$ cat config.mk
export PLATFORM = sky130hd
export DESIGN_NAME = instr_fetch_unit_flat
export DESIGN_NICKNAME = d
export VERILOG_FILES = /design/src/rtl/instr_fetch_unit_if.sv /design/src/rtl/instr_fetch_unit.sv /design/src/flat_wrapper.sv
export SDC_FILE = /design/constraint.sdc
export NUM_CORES = 1
export LEC_CHECK = 0
export CAP_MARGIN = 20
export CORE_MARGIN = 2
export CORE_UTILIZATION = 54
export CTS_CLUSTER_DIAMETER = 50
export DETAILED_ROUTE_END_ITERATION = 10
export GPL_ROUTABILITY_DRIVEN = 0
export PLACE_DENSITY_LB_ADDON = 0.1
export SYNTH_ARGS = -nofsm -noshare
export SYNTH_HDL_FRONTEND = slang
export SYNTH_SLANG_ARGS = --single-unit
$ cat constraint.sdc
create_clock -name i_clk -period 8.2 [get_ports i_clk]
set_input_delay 1.23 -clock i_clk [delete_from_list [all_inputs] [get_ports i_clk]]
set_output_delay 1.23 -clock i_clk [all_outputs]
set_load 0.03 [all_outputs]
$ cat src/rtl/instr_fetch_unit_if.sv
// instr_fetch_unit_if
// Groups the request, branch-redirect, memory handshake and status signals
// of the instruction fetch stage into one bundle.
// Signal prefixes are given from the fetch unit's point of view:
//   i_start        request fetch of the next instruction
//   i_branchTaken  redirect PC to i_branchTarget (single-cycle pulse)
//   i_branchTarget redirect address, low two bits ignored
//   i_memData      memory read data, valid while i_mfc is high
//   i_mfc          memory function complete
//   o_memRead      memory read strobe
//   o_memAddr      word address of the current read
//   o_ir           latched instruction word
//   o_irValid      o_ir holds a freshly fetched, non-squashed word
//   o_pc           address of the next instruction to fetch
//   o_busy         high while a fetch is waiting on memory
//   o_fetchFault   last fetch timed out, sticky until the next accepted start
// Modports: master drives requests and memory responses, slave is the fetch unit.
interface instr_fetch_unit_if;
  logic        i_start;
  logic        i_branchTaken;
  logic [31:0] i_branchTarget;
  logic [31:0] i_memData;
  logic        i_mfc;
  logic        o_memRead;
  logic [31:0] o_memAddr;
  logic [31:0] o_ir;
  logic        o_irValid;
  logic [31:0] o_pc;
  logic        o_busy;
  logic        o_fetchFault;

  modport master (
    output i_start, i_branchTaken, i_branchTarget, i_memData, i_mfc,
    input  o_memRead, o_memAddr, o_ir, o_irValid, o_pc, o_busy, o_fetchFault
  );

  modport slave (
    input  i_start, i_branchTaken, i_branchTarget, i_memData, i_mfc,
    output o_memRead, o_memAddr, o_ir, o_irValid, o_pc, o_busy, o_fetchFault
  );
endinterface

$ cat src/rtl/instr_fetch_unit.sv
// instr_fetch_unit
// Multi-cycle instruction fetch stage. On a start request it reads one word
// through a read/MFC handshake, latches it into the instruction register and
// advances the PC. Branch redirects are accepted at any time; a redirect that
// arrives while a read is outstanding squashes the returning word. A fetch
// that sees no MFC for TIMEOUT cycles is abandoned and flagged as a fault.
// Ports:
//   i_clk  sole clock, rising edge
//   i_rst  asynchronous active-high reset
//   bus    instr_fetch_unit_if.slave (request, memory and status signals)
// Parameters:
//   RESET_PC  PC after reset, word aligned
//   TIMEOUT   WAIT cycles without MFC before a fault (1..255)
module instr_fetch_unit #(
  parameter logic [31:0] RESET_PC = 32'h0000_0000,
  parameter logic [7:0]  TIMEOUT  = 8'd255
) (
  input logic               i_clk,
  input logic               i_rst,
  instr_fetch_unit_if.slave bus
);

  typedef enum logic {S_IDLE, S_WAIT} state_t;

  state_t      r_state;
  logic [31:0] r_pc;
  logic [31:0] r_memAddr;
  logic [31:0] r_ir;
  logic        r_irValid;
  logic        r_memRead;
  logic        r_fetchFault;
  logic        r_pendValid;
  logic [31:0] r_pendTarget;
  logic [7:0]  r_count;

  state_t      w_stateNext;
  logic [31:0] w_pcNext;
  logic [31:0] w_memAddrNext;
  logic [31:0] w_irNext;
  logic        w_irValidNext;
  logic        w_memReadNext;
  logic        w_fetchFaultNext;
  logic        w_pendValidNext;
  logic [31:0] w_pendTargetNext;
  logic [7:0]  w_countNext;

  logic [31:0] w_brTarget;
  logic        w_squash;
  logic [31:0] w_squashTarget;

  // A redirect in the current cycle always beats one stored earlier in the
  // same fetch, so the newest target is the one the PC ends up on.
  assign w_brTarget     = bus.i_branchTarget & 32'hFFFF_FFFC;
  assign w_squash       = bus.i_branchTaken | r_pendValid;
  assign w_squashTarget = bus.i_branchTaken ? w_brTarget : r_pendTarget;

  // State and datapath registers; reset aborts any fetch in progress.
  always_ff @(posedge i_clk or posedge i_rst) begin
    if (i_rst) begin
      r_state      <= S_IDLE;
      r_pc         <= RESET_PC;
      r_memAddr    <= RESET_PC;
      r_ir         <= 32'h0;
      r_irValid    <= 1'b0;
      r_memRead    <= 1'b0;
      r_fetchFault <= 1'b0;
      r_pendValid  <= 1'b0;
      r_pendTarget <= 32'h0;
      r_count      <= 8'd0;
    end else begin
      r_state      <= w_stateNext;
      r_pc         <= w_pcNext;
      r_memAddr    <= w_memAddrNext;
      r_ir         <= w_irNext;
      r_irValid    <= w_irValidNext;
      r_memRead    <= w_memReadNext;
      r_fetchFault <= w_fetchFaultNext;
      r_pendValid  <= w_pendValidNext;
      r_pendTarget <= w_pendTargetNext;
      r_count      <= w_countNext;
    end
  end

  // Next-state and next-register logic. Everything holds by default; each
  // state only overrides what it changes.
  always_comb begin
    w_stateNext      = r_state;
    w_pcNext         = r_pc;
    w_memAddrNext    = r_memAddr;
    w_irNext         = r_ir;
    w_irValidNext    = r_irValid;
    w_memReadNext    = r_memRead;
    w_fetchFaultNext = r_fetchFault;
    w_pendValidNext  = r_pendValid;
    w_pendTargetNext = r_pendTarget;
    w_countNext      = r_count;

    case (r_state)
      S_IDLE: begin
        if (bus.i_start) begin
          w_memAddrNext    = bus.i_branchTaken ? w_brTarget : r_pc;
          w_pcNext         = bus.i_branchTaken ? w_brTarget : r_pc;
          w_memReadNext    = 1'b1;
          w_irValidNext    = 1'b0;
          w_fetchFaultNext = 1'b0;
          w_countNext      = 8'd0;
          w_pendValidNext  = 1'b0;
          w_stateNext      = S_WAIT;
        end else if (bus.i_branchTaken) begin
          w_pcNext = w_brTarget;
        end
      end

      S_WAIT: begin
        if (bus.i_mfc) begin
          // Completion wins over a timeout landing in the same cycle.
          w_memReadNext   = 1'b0;
          w_pendValidNext = 1'b0;
          w_stateNext     = S_IDLE;
          if (w_squash) begin
            w_pcNext = w_squashTarget;
          end else begin
            w_irNext      = bus.i_memData;
            w_irValidNext = 1'b1;
            w_pcNext      = r_memAddr + 32'd4;
          end
        end else if (r_count == (TIMEOUT - 8'd1)) begin
          w_fetchFaultNext = 1'b1;
          w_memReadNext    = 1'b0;
          w_pendValidNext  = 1'b0;
          w_stateNext      = S_IDLE;
          if (w_squash) begin
            w_pcNext = w_squashTarget;
          end
        end else begin
          w_countNext = r_count + 8'd1;
          if (bus.i_branchTaken) begin
            w_pendValidNext  = 1'b1;
            w_pendTargetNext = w_brTarget;
          end
        end
      end

      default: begin
        w_stateNext = S_IDLE;
      end
    endcase
  end

  assign bus.o_memRead    = r_memRead;
  assign bus.o_memAddr    = r_memAddr;
  assign bus.o_ir         = r_ir;
  assign bus.o_irValid    = r_irValid;
  assign bus.o_pc         = r_pc;
  assign bus.o_busy       = (r_state == S_WAIT);
  assign bus.o_fetchFault = r_fetchFault;

endmodule

$ cat src/flat_wrapper.sv
// flat-port wrapper written by rule: the top's interface ports become plain ports
module instr_fetch_unit_flat 
#(
  parameter logic [31:0] RESET_PC = 32'h0000_0000,
  parameter logic [7:0]  TIMEOUT  = 8'd255
)
  (i_clk, i_rst, bus_i_start, bus_i_branchTaken, bus_i_branchTarget, bus_i_memData, bus_i_mfc, bus_o_memRead, bus_o_memAddr, bus_o_ir, bus_o_irValid, bus_o_pc, bus_o_busy, bus_o_fetchFault);
  instr_fetch_unit_if bus_i ();
  input logic i_clk;
  input logic i_rst;
  input wire logic [$bits(bus_i.i_start)-1:0] bus_i_start;
  input wire logic [$bits(bus_i.i_branchTaken)-1:0] bus_i_branchTaken;
  input wire logic [$bits(bus_i.i_branchTarget)-1:0] bus_i_branchTarget;
  input wire logic [$bits(bus_i.i_memData)-1:0] bus_i_memData;
  input wire logic [$bits(bus_i.i_mfc)-1:0] bus_i_mfc;
  output wire logic [$bits(bus_i.o_memRead)-1:0] bus_o_memRead;
  output wire logic [$bits(bus_i.o_memAddr)-1:0] bus_o_memAddr;
  output wire logic [$bits(bus_i.o_ir)-1:0] bus_o_ir;
  output wire logic [$bits(bus_i.o_irValid)-1:0] bus_o_irValid;
  output wire logic [$bits(bus_i.o_pc)-1:0] bus_o_pc;
  output wire logic [$bits(bus_i.o_busy)-1:0] bus_o_busy;
  output wire logic [$bits(bus_i.o_fetchFault)-1:0] bus_o_fetchFault;
  assign bus_i.i_start = bus_i_start;
  assign bus_i.i_branchTaken = bus_i_branchTaken;
  assign bus_i.i_branchTarget = bus_i_branchTarget;
  assign bus_i.i_memData = bus_i_memData;
  assign bus_i.i_mfc = bus_i_mfc;
  assign bus_o_memRead = bus_i.o_memRead;
  assign bus_o_memAddr = bus_i.o_memAddr;
  assign bus_o_ir = bus_i.o_ir;
  assign bus_o_irValid = bus_i.o_irValid;
  assign bus_o_pc = bus_i.o_pc;
  assign bus_o_busy = bus_i.o_busy;
  assign bus_o_fetchFault = bus_i.o_fetchFault;
  instr_fetch_unit #(.RESET_PC(RESET_PC), .TIMEOUT(TIMEOUT)) u_core (.i_clk(i_clk), .i_rst(i_rst), .bus(bus_i));
endmodule
==> results of run 1 <==
## state kept, by name, indices dropped and copies added (netlist names)
register                 count
u_core.bus.o_memRead         1
u_core.bus.o_ir             32
u_core.r_count               8
u_core.r_pendTarget         32
u_core.bus.o_irValid         1
u_core.bus.o_busy            1
u_core.bus.o_pc             32
u_core.bus.o_memAddr        32
u_core.r_pendValid           1
u_core.bus.o_fetchFault      1
## layout by cell type (no fill, tap or decap), types with 6 or more instances in the layout
master             n
nand2_1           60
a21oi_1           30
a211oi_1           7
nor2_1            31
clkdlybuf4s50_1  165
nor2b_1            7
nand2b_1           7
and3_1             6
clkbuf_16         17
buf_4              7
xor2_1             6
o31ai_1           13
a22oi_1           11
nand3_1           15
dfrtp_1          141
and2_1             8
clkinv_4           6
o21ai_0           64
and4_1             7
xnor2_1            8
nand4_1           14
a221o_1            6
mux2i_1           38
mux2_2            62
## stage by stage
stage	power, W	instance area [sq um]	std cells	hold slack, ns	setup WS, ns
final	0.002785	9359	991	0.4882	4.617
after global routing	0.002914	9359	991	0.5012	4.486
after CTS	0.002799	9359	991	0.4906	4.629
after detailed placement	0.002044	8777	959	0.4658	4.189
after global placement	0.002011	8777	959	0.4609	4.229
after floorplan	0.001610	7020	659	0.4525	3.189
## layout make-up
class                      instances  share of cell area, %
clock inverter                    11                  1.190
tap                              172                  2.299
multi-input combinational        470                  35.36
clock buffer                      21                  5.027
timing repair buffer             172                  18.21
sequential                       141                  37.70
inverter                           4                 0.2139
## worst paths after layout
kind / start / endpoint / slack (ns) / cells past startpoint
setup / recovery: bus_i_mfc / u_core.bus.o_ir[5]$_DFFE_PP0P_ / 4.62 / 4
hold reg to reg: u_core.bus.o_irValid$_DFFE_PP0P_ / u_core.bus.o_irValid$_DFFE_PP0P_ / 0.49 / 1
min in group asynchronous: i_rst / u_core.bus.o_pc[9]$_DFFE_PP0P_ / 1.26 / 2
hold / removal: u_core.bus.o_irValid$_DFFE_PP0P_ / u_core.bus.o_irValid$_DFFE_PP0P_ / 0.49 / 1
setup reg to reg: u_core.bus.o_busy$_DFF_PP0_ / u_core.bus.o_ir[5]$_DFFE_PP0P_ / 5.27 / 5
max in group asynchronous: i_rst / u_core.r_pendTarget[25]$_DFFE_PP0P_ / 5.56 / 3
## metal layers
layer	vias to the layer above	part of all wire, %	GRT usage, %
met5	-	0	0
met4	0	1.7	9.714
met3	26	7.8	8.624
met2	208	49	47.06
met1	2906	41	34.76
li1	2729	-	-
## power by group through the flow
stage	clock [W]	combinational (W)	sequential, W
2_1_floorplan	0	0.000319	0.00129
3_3_place_gp	0	0.000960	0.00105
3_5_place_dp	0	0.000980	0.00106
4_1_cts	0.000755	0.000988	0.00106
5_1_grt	0.000786	0.00104	0.00108
6_report	0.000745	0.000982	0.00106
## kinds of logic (layout without fill, tap and decap cells)
group | count (synthesis) | in the layout | share of synthesized area [%]
AND/OR/NAND/NOR | 184 | 184 | 14.04
AO/OA/AOI/OAI | 169 | 169 | 15.22
flip-flops | 141 | 141 | 50.26
multiplexers | 100 | 100 | 15.36
buffers and inverters | 48 | 208 | 2.834
XOR/XNOR | 14 | 14 | 1.747
adder cells (fa/ha/maj) | 3 | 3 | 0.5347
==> summary.md, run 1 <==
| Metric | Value |
|---|---|
| WS Path Type | in -> reg |
| Final core utilization | 73.86% |
| Gate Count Post-Synth | 659 |
| Switching power | 0.001019 W |
| Reg area | 3528 sq um |
| Final worst path period share | 43.70% |
| PwrDens | 297.6 nW/um^2 |
| Comb pwr share | 35.3% |
| Dominant cells by area after synthesis | dfrtp_1 50%, mux2_2 9.9%, mux2i_1 5.4% |
| Core box area | 12670 sq um |
| Endpoint type of the worst setup path | flip-flop |
| Top FF cell, synth | dfrtp_1 |
| DRC viols | 0 |
| CP cell instances | clkdlybuf4s50_1 > or3b_1 > nor2_4 > mux2_2 |
| Clock network power share | 26.8% |
| 1st-iter DRT viols | 560 |
| Die width | 118.0 microns |
| Final min period | 3.583 ns |
| Post-synth EDFFs | 0 |
| Syn_area_per_cell | 10.65 sq um |
| Critical path arrival | 3.89 ns |
| Synth Cell Area | 7020 sq um |
| Initial Utilization | 55.41% |
| Initial antenna violation count | 0 |
| First-pass GRT wire length | 31130 microns |
| Most area-hungry cell type in the Yosys netlist | dfrtp_1 |
| Layout cells sized above 1 | 14.90% |
| Peak supply drop | 0.2343 mV |
| Synth-to-layout area growth | 33.31% |
| Max Slew Vio Count | 0 |
| Sequential fraction of design power | 38.0% |
| Final hold violation count | 0 |
| # IOs | 169 |
| RSZ-0062 raised after global routing | false |
| Final HPWL DP | 12580 microns |
| Leakage | 3.919 nW |
| GRT Util Overall | 28.18% |
| Die area | 13930 sq um |
| Fill cells | 939 |
| Vias | 5869 |
| Final nets | 878 |
| Post-CTS Resized | 0 |
| Routed len/inst | 19.20 microns |
| Area of the multi-input gates | 3309 sq um |
| Vias in the first global route | 6186 |
| Max-slew headroom | 24.69% |
| Clock Pin Slew Worst Setup and Hold Paths | 0.06 ns |
| Count leader, synth | dfrtp_1 |
| # port buffers | 166 |
| Worst EP required | 8.50 ns |
| H-Tree Depth | 4 |
| CP max FO | 35 |
| Switching Share | 36.59% |
| Critical-path top delay cell | nor2_4 |
| Leading cell types by count after synthesis | 141 x dfrtp_1, 64 x o21ai_0, 62 x mux2_2 |
| Total Wirelength | 19020 microns |
| Max Root-Sink Buffers | 2 |
| Rows | 41 |
| CP max stage delay | 0.89 ns |
| Sequential share of the synthesized area | 50.26% |
| Yosys cell types | 61 |
| Delay-heaviest family, CP | simple AND/OR/NAND/NOR gates |
| Yosys Warn Count | 0 |
| Fmax | 0.2791 GHz |
| Syn_nets | 731 |
| Remaining Overflow, GRT | 0 |
| Clk sinks | 141 |
| DR pass1 iterations | 6 |
| Worst Skew | 0.009373 ns |
| CTS buffer count | 17 |
| CP bufs+invs | 1 |
| Setup bufs post-CTS | 0 |
| # diodes | 0 |
| Max Cap Viol | 0 |
| Antenna Nets Post-Route | 0 |
| Hold buffers post-CTS | 0 |
| Root buffer cell | clkbuf_16 |
| Largest net degree at the start of global routing | 78 |
| Worst-skew pair later-pin latency | 0.43 ns |
| Worst-margin pin slew | 1.120 ns |
| Hold/Removal Path Class | reg -> reg |
| Worst setup SP type | input port |
| Number of synthesized register bits | 141 |
| Post-synth ARST share | 100.0% |
| Yosys top cell area share | 50.26% |
| Chip height | 118.0 microns |
| Via density | 5.922 |
| CTS tree | built |
| Final Setup Violations | 0 |
| Outcome | completed |
| Pint | 0.001766 W |
| Final TNS setup | 0 ns |
Power figures use the tool's default switching activity.
==> run 2, diff against run 1 <==
Settings changed: CORE_UTILIZATION 54 to 50.
Clock period 8.2 ns to 3.34 ns, I/O delays scaled along.
==> run 2 against run 1 <==
  * Clock power increased to 2.8 times the previous value
  * Critical path type is now reg -> reg
  * Critical endpoint is now u_core.bus.o_pc[8]$_DFFE_PP0P_
  * Combinational power increased by 150%
  * Die area increased by 7.7%
==> summary.md, run 2 (synthesis gave the netlist of run 1 again) <==
| Metric | Value |
|---|---|
| CTS tree | built |
| Max Root-Sink Buffers | 2 (unchanged) |
| Leakage | 4.008 nW (+2.3%) |
| # diodes | 0 (unchanged) |
| WS Path Type | reg -> reg |
| # port buffers | 166 (unchanged) |
| Setup bufs post-CTS | 0 (unchanged) |
| Placed instance area | 8881 sq um (+1.2%) |
| Final worst path period share | 75.10% |
| First-pass GRT wire length | 31020 microns (-0.35%) |
| Synth-to-layout area growth | 35.72% |
| Max Slew Vio Count | 0 (unchanged) |
| Switching Share | 34.98% (-1.6 points) |
| Worst setup path startpoint | u_core.r_count[0]$_DFFE_PP0P_ |
| Comb pwr share | 34.0% (-1.3 points) |
| Initial Utilization | 50.97% (-4.4 points) |
| Final TNS setup | 0 ns (unchanged) |
| Pint | 0.004616 W (+160%) |
| Remaining Overflow, GRT | 0 (unchanged) |
| Clock network power share | 29.4% (+2.6 points) |
| Final core utilization | 69.18% (-4.7 points) |
| Layout cells sized above 1 | 15.90% (+1.0 points) |
| Worst-skew pair later-pin latency | 0.42 ns (about the same) |
| RSZ-0062 raised after global routing | false |
| Final min period | 2.508 ns |
| Max-slew headroom | 34.68% (+10 points) |
| Worst hold start | u_core.bus.o_irValid$_DFFE_PP0P_ |
| Rows | 43 (+4.9%) |
| Max Cap Viol | 0 (unchanged) |
| Final HPWL DP | 12950 microns (+3.0%) |
| Most frequent cells in the layout | 165 x clkdlybuf4s50_1, 141 x dfrtp_1, 64 x o21ai_0 |
| Hold/Removal Path Class | reg -> reg |
| Met3 WL post-DR | 1521 microns (+1.9%) |
| Highest routed layer | met4 |
| Final hold violation count | 0 (unchanged) |
| Worst Skew | 0.006874 ns (-0.002499 ns) |
| PwrDens | 745.0 nW/um^2 (+150%) |
| Clk sinks | 141 (unchanged) |
| Final instance area | 9528 sq um (+1.8%) |
| Endpoint type of the worst setup path | flip-flop |
| Total Power | 0.007099 W (+150%) |
| Post-CTS Resized | 0 (unchanged) |
| Hold buffers post-CTS | 0 (unchanged) |
| Critical path arrival | 2.81 ns (-1.08 ns) |
| CTS buffer count | 17 (unchanged) |
| Final Setup Violations | 0 (unchanged) |
| Via density | 5.960 (+0.64%) |
| CP max FO | 18 (-49%) |
| Largest net degree at the start of global routing | 142 (+82%) |
| 1st-iter DRT viols | 433 (-23%) |
| Worst EP required | 3.64 ns (-4.86 ns) |
| Vias in the first global route | 6140 (-0.74%) |
| Outcome | completed |
| Total Wirelength | 19210 microns (+1.0%) |
| # IOs | 169 (unchanged) |
| Commonest non-fill, non-tap cell in the layout | clkdlybuf4s50_1 |
| Initial antenna violation count | 0 (unchanged) |
| Met1 wire length | 7802 microns (-0.40%) |
| Sequential fraction of design power | 36.6% (-1.4 points) |
| Root buffer cell | clkbuf_16 |
| Detailed-routed wire length on met2 | 9599 microns (+2.5%) |
| Antenna Nets Post-Route | 0 (unchanged) |
| H-Tree Depth | 4 (unchanged) |
| Layout Cells excl Fill | 1010 (+1.9%) |
| Fill cells | 1062 (+13%) |
| Vias | 6020 (+2.6%) |
| Placed insts | 979 (+2.1%) |
| Fmax | 0.3987 GHz |
| Die area | 15010 sq um (+7.7%) |
| Worst setup SP type | flip-flop |
| DR pass1 iterations | 5 (-1) |
| Switching power | 0.002483 W (+140%) |
| GRT Util Overall | 26.75% (-1.4 points) |
| Reg-to-reg startpoint | u_core.r_count[0]$_DFFE_PP0P_ |
| Final nets | 890 (+1.4%) |
| Chip height | 122.5 microns (+3.8%) |
| Die width | 122.5 microns (+3.8%) |
| Worst-margin pin slew | 0.9695 ns (-0.1505 ns) |
| Peak supply drop | 0.4258 mV (+82%) |
| Routed len/inst | 19.02 microns (-0.90%) |
| Core box area | 13770 sq um (+8.7%) |
| Clock Pin Slew Worst Setup and Hold Paths | 0.06 ns (about the same) |
| DRC viols | 0 (unchanged) |
==> run 2: cell types whose count changed in the layout (fill, tap and decap cells not counted), sizes merged <==
cell / before / now
bufinv: 1 / 5
inv: 5 / 3
buf: 7 / 19
clkbuf: 21 / 20
clkinv: 7 / 5
==> run 2: metrics by stage <==
| step | setup WS, ns | hold WS (ns) |
|---|---|---|
| 4_1_cts | 0.8619 | 0.4869 |
| 6_report | 0.8317 | 0.4813 |
| 3_5_place_dp | 0.4735 | 0.4646 |
| 3_3_place_gp | 0.4853 | 0.4606 |
| 5_1_grt | 0.7089 | 0.5160 |
| 2_1_floorplan | 1.076 | 0.4525 |
==> run 2: power by group through the flow <==
stage / Sequential, W / Clock [W] / Combinational, W
3_5_place_dp: 0.00262 / 0 / 0.00242
6_report: 0.00260 / 0.00208 / 0.00242
5_1_grt: 0.00266 / 0.00219 / 0.00258
2_1_floorplan: 0.00317 / 0 / 0.000784
3_3_place_gp: 0.00258 / 0 / 0.00238
4_1_cts: 0.00259 / 0.00211 / 0.00243
==> run 2: layout make-up <==
class                   count  area, sq um  area share (%)
multi-input cells         470         3302           34.66
well taps                 180        225.2           2.364
inverters                   4        18.77          0.1970
flip-flops and latches    141         3528           37.03
clock buffers              20        456.7           4.793
clock inverters            11        190.2           1.996
repair buffers            184         1807           18.96
==> run 2: worst paths after layout <==
path                                                      endpoint  slack, ns  depth (start not counted)
worst max-delay path                u_core.bus.o_pc[8]$_DFFE_PP0P_       0.83                          7
worst min-delay path              u_core.bus.o_irValid$_DFFE_PP0P_       0.48                          1
worst max register to register      u_core.bus.o_pc[8]$_DFFE_PP0P_       0.83                          7
worst min register to register    u_core.bus.o_irValid$_DFFE_PP0P_       0.48                          1
max in group asynchronous       u_core.r_pendTarget[5]$_DFFE_PP0P_       2.09                          3
min in group asynchronous          u_core.bus.o_ir[24]$_DFFE_PP0P_       0.64                          3
==> run 2: per-layer routing <==
layer	GRT usage, %	vias to the layer above
met5	0	-
met4	8.764	0
met3	9.247	24
met2	45.49	232
met1	31.76	3019
li1	-	2745
==> run 2: worst max-delay path, stage by stage (launching register included) <==
cell and delay, ns:
dfrtp_1 0.43, inv_1 0.09, ha_1 0.14, nand3_1 0.18, o31ai_1 0.50, o21ai_2 0.40, buf_4 0.30, a221o_1 0.36
==> run 3, diff against run 2 <==
Clock period 3.34 ns to 2.45 ns, I/O delays scaled along.
==> run 3 against run 2 <==
  * Critical path depth is 1 higher
  * Cell area is 1.6% higher
  * Sequential power is 35% higher
  * First-iteration DRC count is 4.2% higher
  * Largest power group unchanged
==> summary.md, run 3 (synthesis gave the netlist of run 1 again) <==
| Metric | Value |
|---|---|
| Highest routed layer | met4 |
| Antenna Nets Post-Route | 0 (unchanged) |
| Layout cells sized above 1 | 17.85% (+1.9 points) |
| CP bufs+invs | 3 (+1) |
| Peak supply drop | 0.6421 mV (+51%) |
| CP max stage delay | 0.44 ns (-0.06 ns) |
| Final min period | 2.180 ns (-0.3285 ns) |
| Max Root-Sink Buffers | 2 (unchanged) |
| Final Hold Slack | 0.4407 ns (-0.04066 ns) |
| Core box area | 13770 sq um (unchanged) |
| Worst setup path startpoint | u_core.r_count[0]$_DFFE_PP0P_ |
| # diodes | 0 (unchanged) |
| Rows | 43 (unchanged) |
| # port buffers | 166 (unchanged) |
| Commonest non-fill, non-tap cell in the layout | clkdlybuf4s50_1 |
| Register-to-Register Setup Slack | 0.27 ns (-0.56 ns) |
| R2R cell count | 8 (+1) |
| Die area | 15010 sq um (unchanged) |
| Final nets | 905 (+1.7%) |
| 1st-iter DRT viols | 451 (+4.2%) |
| Final WS setup | 0.2703 ns (-0.5615 ns) |
| Max Slew Vio Count | 0 (unchanged) |
| Leakage | 4.083 nW (+1.9%) |
| Dpl ws | 0.03341 ns (-0.4401 ns) |
| Max Cap Viol | 0 (unchanged) |
| Final instance area | 9684 sq um (+1.6%) |
| Reg-to-reg startpoint | u_core.r_count[0]$_DFFE_PP0P_ |
| Final core utilization | 70.31% (+1.1 points) |
| Max-slew headroom | 55.31% (+21 points) |
| Root buffer cell | clkbuf_16 |
| Most frequent cell on the critical path | buf_4 |
| Fmax | 0.4588 GHz (+15%) |
| Most frequent cells in the layout | 165 x clkdlybuf4s50_1, 141 x dfrtp_1, 63 x o21ai_0 |
| Fill cells | 1039 (-2.2%) |
| Met3 WL post-DR | 1576 microns (+3.6%) |
| Critical-path top delay cell | a2111oi_0 |
| PwrDens | 997.3 nW/um^2 (+34%) |
| Hold/Removal Path Class | in -> async |
| Vias | 6035 (+0.25%) |
| Critical path arrival | 2.54 ns (-0.27 ns) |
| Worst-skew pair later-pin latency | 0.43 ns (about the same) |
| H-Tree Depth | 4 (unchanged) |
| Vias in the first global route | 6229 (+1.4%) |
| Die width | 122.5 microns (unchanged) |
| Initial Utilization | 50.97% (unchanged) |
| Chip height | 122.5 microns (unchanged) |
| Met1 wire length | 7789 microns (-0.17%) |
| Setup bufs post-CTS | 0 (unchanged) |
| # IOs | 169 (unchanged) |
| Total Wirelength | 19380 microns (+0.87%) |
| DRC viols | 0 (unchanged) |
| Final TNS setup | 0 ns (unchanged) |
| CTS tree | built |
| Worst-margin pin slew | 0.6664 ns (-0.3031 ns) |
| Endpoint type of the worst setup path | flip-flop |
| RSZ-0062 raised after global routing | false |
| Outcome | completed |
| CP max FO | 8 (-10) |
| Final HPWL DP | 13500 microns (+4.2%) |
| Worst setup SP type | flip-flop |
| Routed len/inst | 18.89 microns (-0.70%) |
| Placed instance area | 9044 sq um (+1.8%) |
| R2R Path End | u_core.bus.o_pc[20]$_DFFE_PP0P_ |
| Final Setup Violations | 0 (unchanged) |
| CTS buffer count | 17 (unchanged) |
| Worst Skew | 0.008055 ns (+0.001181 ns) |
| Setup crit end | u_core.bus.o_pc[20]$_DFFE_PP0P_ |
| Initial antenna violation count | 0 (unchanged) |
| Hold buffers post-CTS | 0 (unchanged) |
| Detailed-routed wire length on met2 | 9727 microns (+1.3%) |
| Final worst path period share | 88.97% (+14 points) |
| CP cell instances | inv_1 > ha_1 > nand3_1 > buf_4 > o31a_1 > buf_4 > a2111oi_0 > a221o_1 |
| DR pass1 iterations | 5 (unchanged) |
| Synth-to-layout area growth | 37.94% |
| Worst EP required | 2.81 ns (-0.83 ns) |
| Clock Pin Slew Worst Setup and Hold Paths | 0.06 ns (about the same) |
| Largest net degree at the start of global routing | 109 (-23%) |
| First-pass GRT wire length | 30970 microns (-0.15%) |
| Stages on worst setup path | 8 (+1) |
| GRT Util Overall | 26.79% (+0.033 points) |
| Remaining Overflow, GRT | 0 (unchanged) |
| Final hold violation count | 0 (unchanged) |
| WS Path Type | reg -> reg |
| Via density | 5.882 (-1.3%) |
| Clk sinks | 141 (unchanged) |
| Delay-heaviest family, CP | compound AO/OA/AOI/OAI gates |
==> run 3: metrics by stage <==
| stage | total power, W | cells |
|---|---|---|
| after floorplan | 0.005388 | 659 |
| after global placement | 0.006842 | 994 |
| after detailed placement | 0.006937 | 994 |
| after CTS | 0.009707 | 1026 |
| after global routing | 0.01010 | 1026 |
| final | 0.009658 | 1026 |
==> run 3: worst min-delay path, cell delays in order <==
cell and delay (ns):
clkdlybuf4s50_1 0.44, clkinvlp_4 0.10, buf_4 0.38
==> run 3: area by class of cell <==
type / count / area (sq um) / area share (%)
well taps: 180 / 225.2 / 2.326
clock buffers: 18 / 439.2 / 4.535
inverters: 4 / 18.77 / 0.1938
clock inverters: 14 / 191.4 / 1.977
flip-flops and latches: 141 / 3528 / 36.43
repair buffers: 199 / 1969 / 20.34
multi-input cells: 470 / 3312 / 34.20
==> run 3: where the power goes <==
| part | switching (W) | leakage, nW | internal (W) |
|---|---|---|---|
| Clock | 0.00101 | 0.298 | 0.00173 |
| Sequential | 0.000556 | 1.74 | 0.00295 |
| Combinational | 0.00186 | 2.04 | 0.00155 |
==> run 3: routing by layer <==
metal  vias to the layer above  GRT usage (%)
met2                       227          45.28
li1                       2773              -
met5                         -              0
met1                      3005          32.15
met4                         0          9.411
met3                        30          8.690
==> run 3: how the worst min path moves through the flow <==
stage | endpoint | cells after the start
3_3_place_gp | u_core.bus.o_irValid$_DFFE_PP0P_ | 1
4_1_cts | u_core.bus.o_ir[24]$_DFFE_PP0P_ | 3
3_5_place_dp | u_core.bus.o_irValid$_DFFE_PP0P_ | 1
6_report | u_core.bus.o_ir[31]$_DFFE_PP0P_ | 3
5_1_grt | u_core.bus.o_ir[24]$_DFFE_PP0P_ | 3
2_1_floorplan | u_core.r_count[7]$_DFFE_PP0P_ | 1
==> run 3: repair_timing <==
action | 4_1_cts | 5_1_grt
endpoints found under the hold margin | 0 | 0
endpoints found under the setup margin | 0 | 5
gates resized for setup | 0 | 3
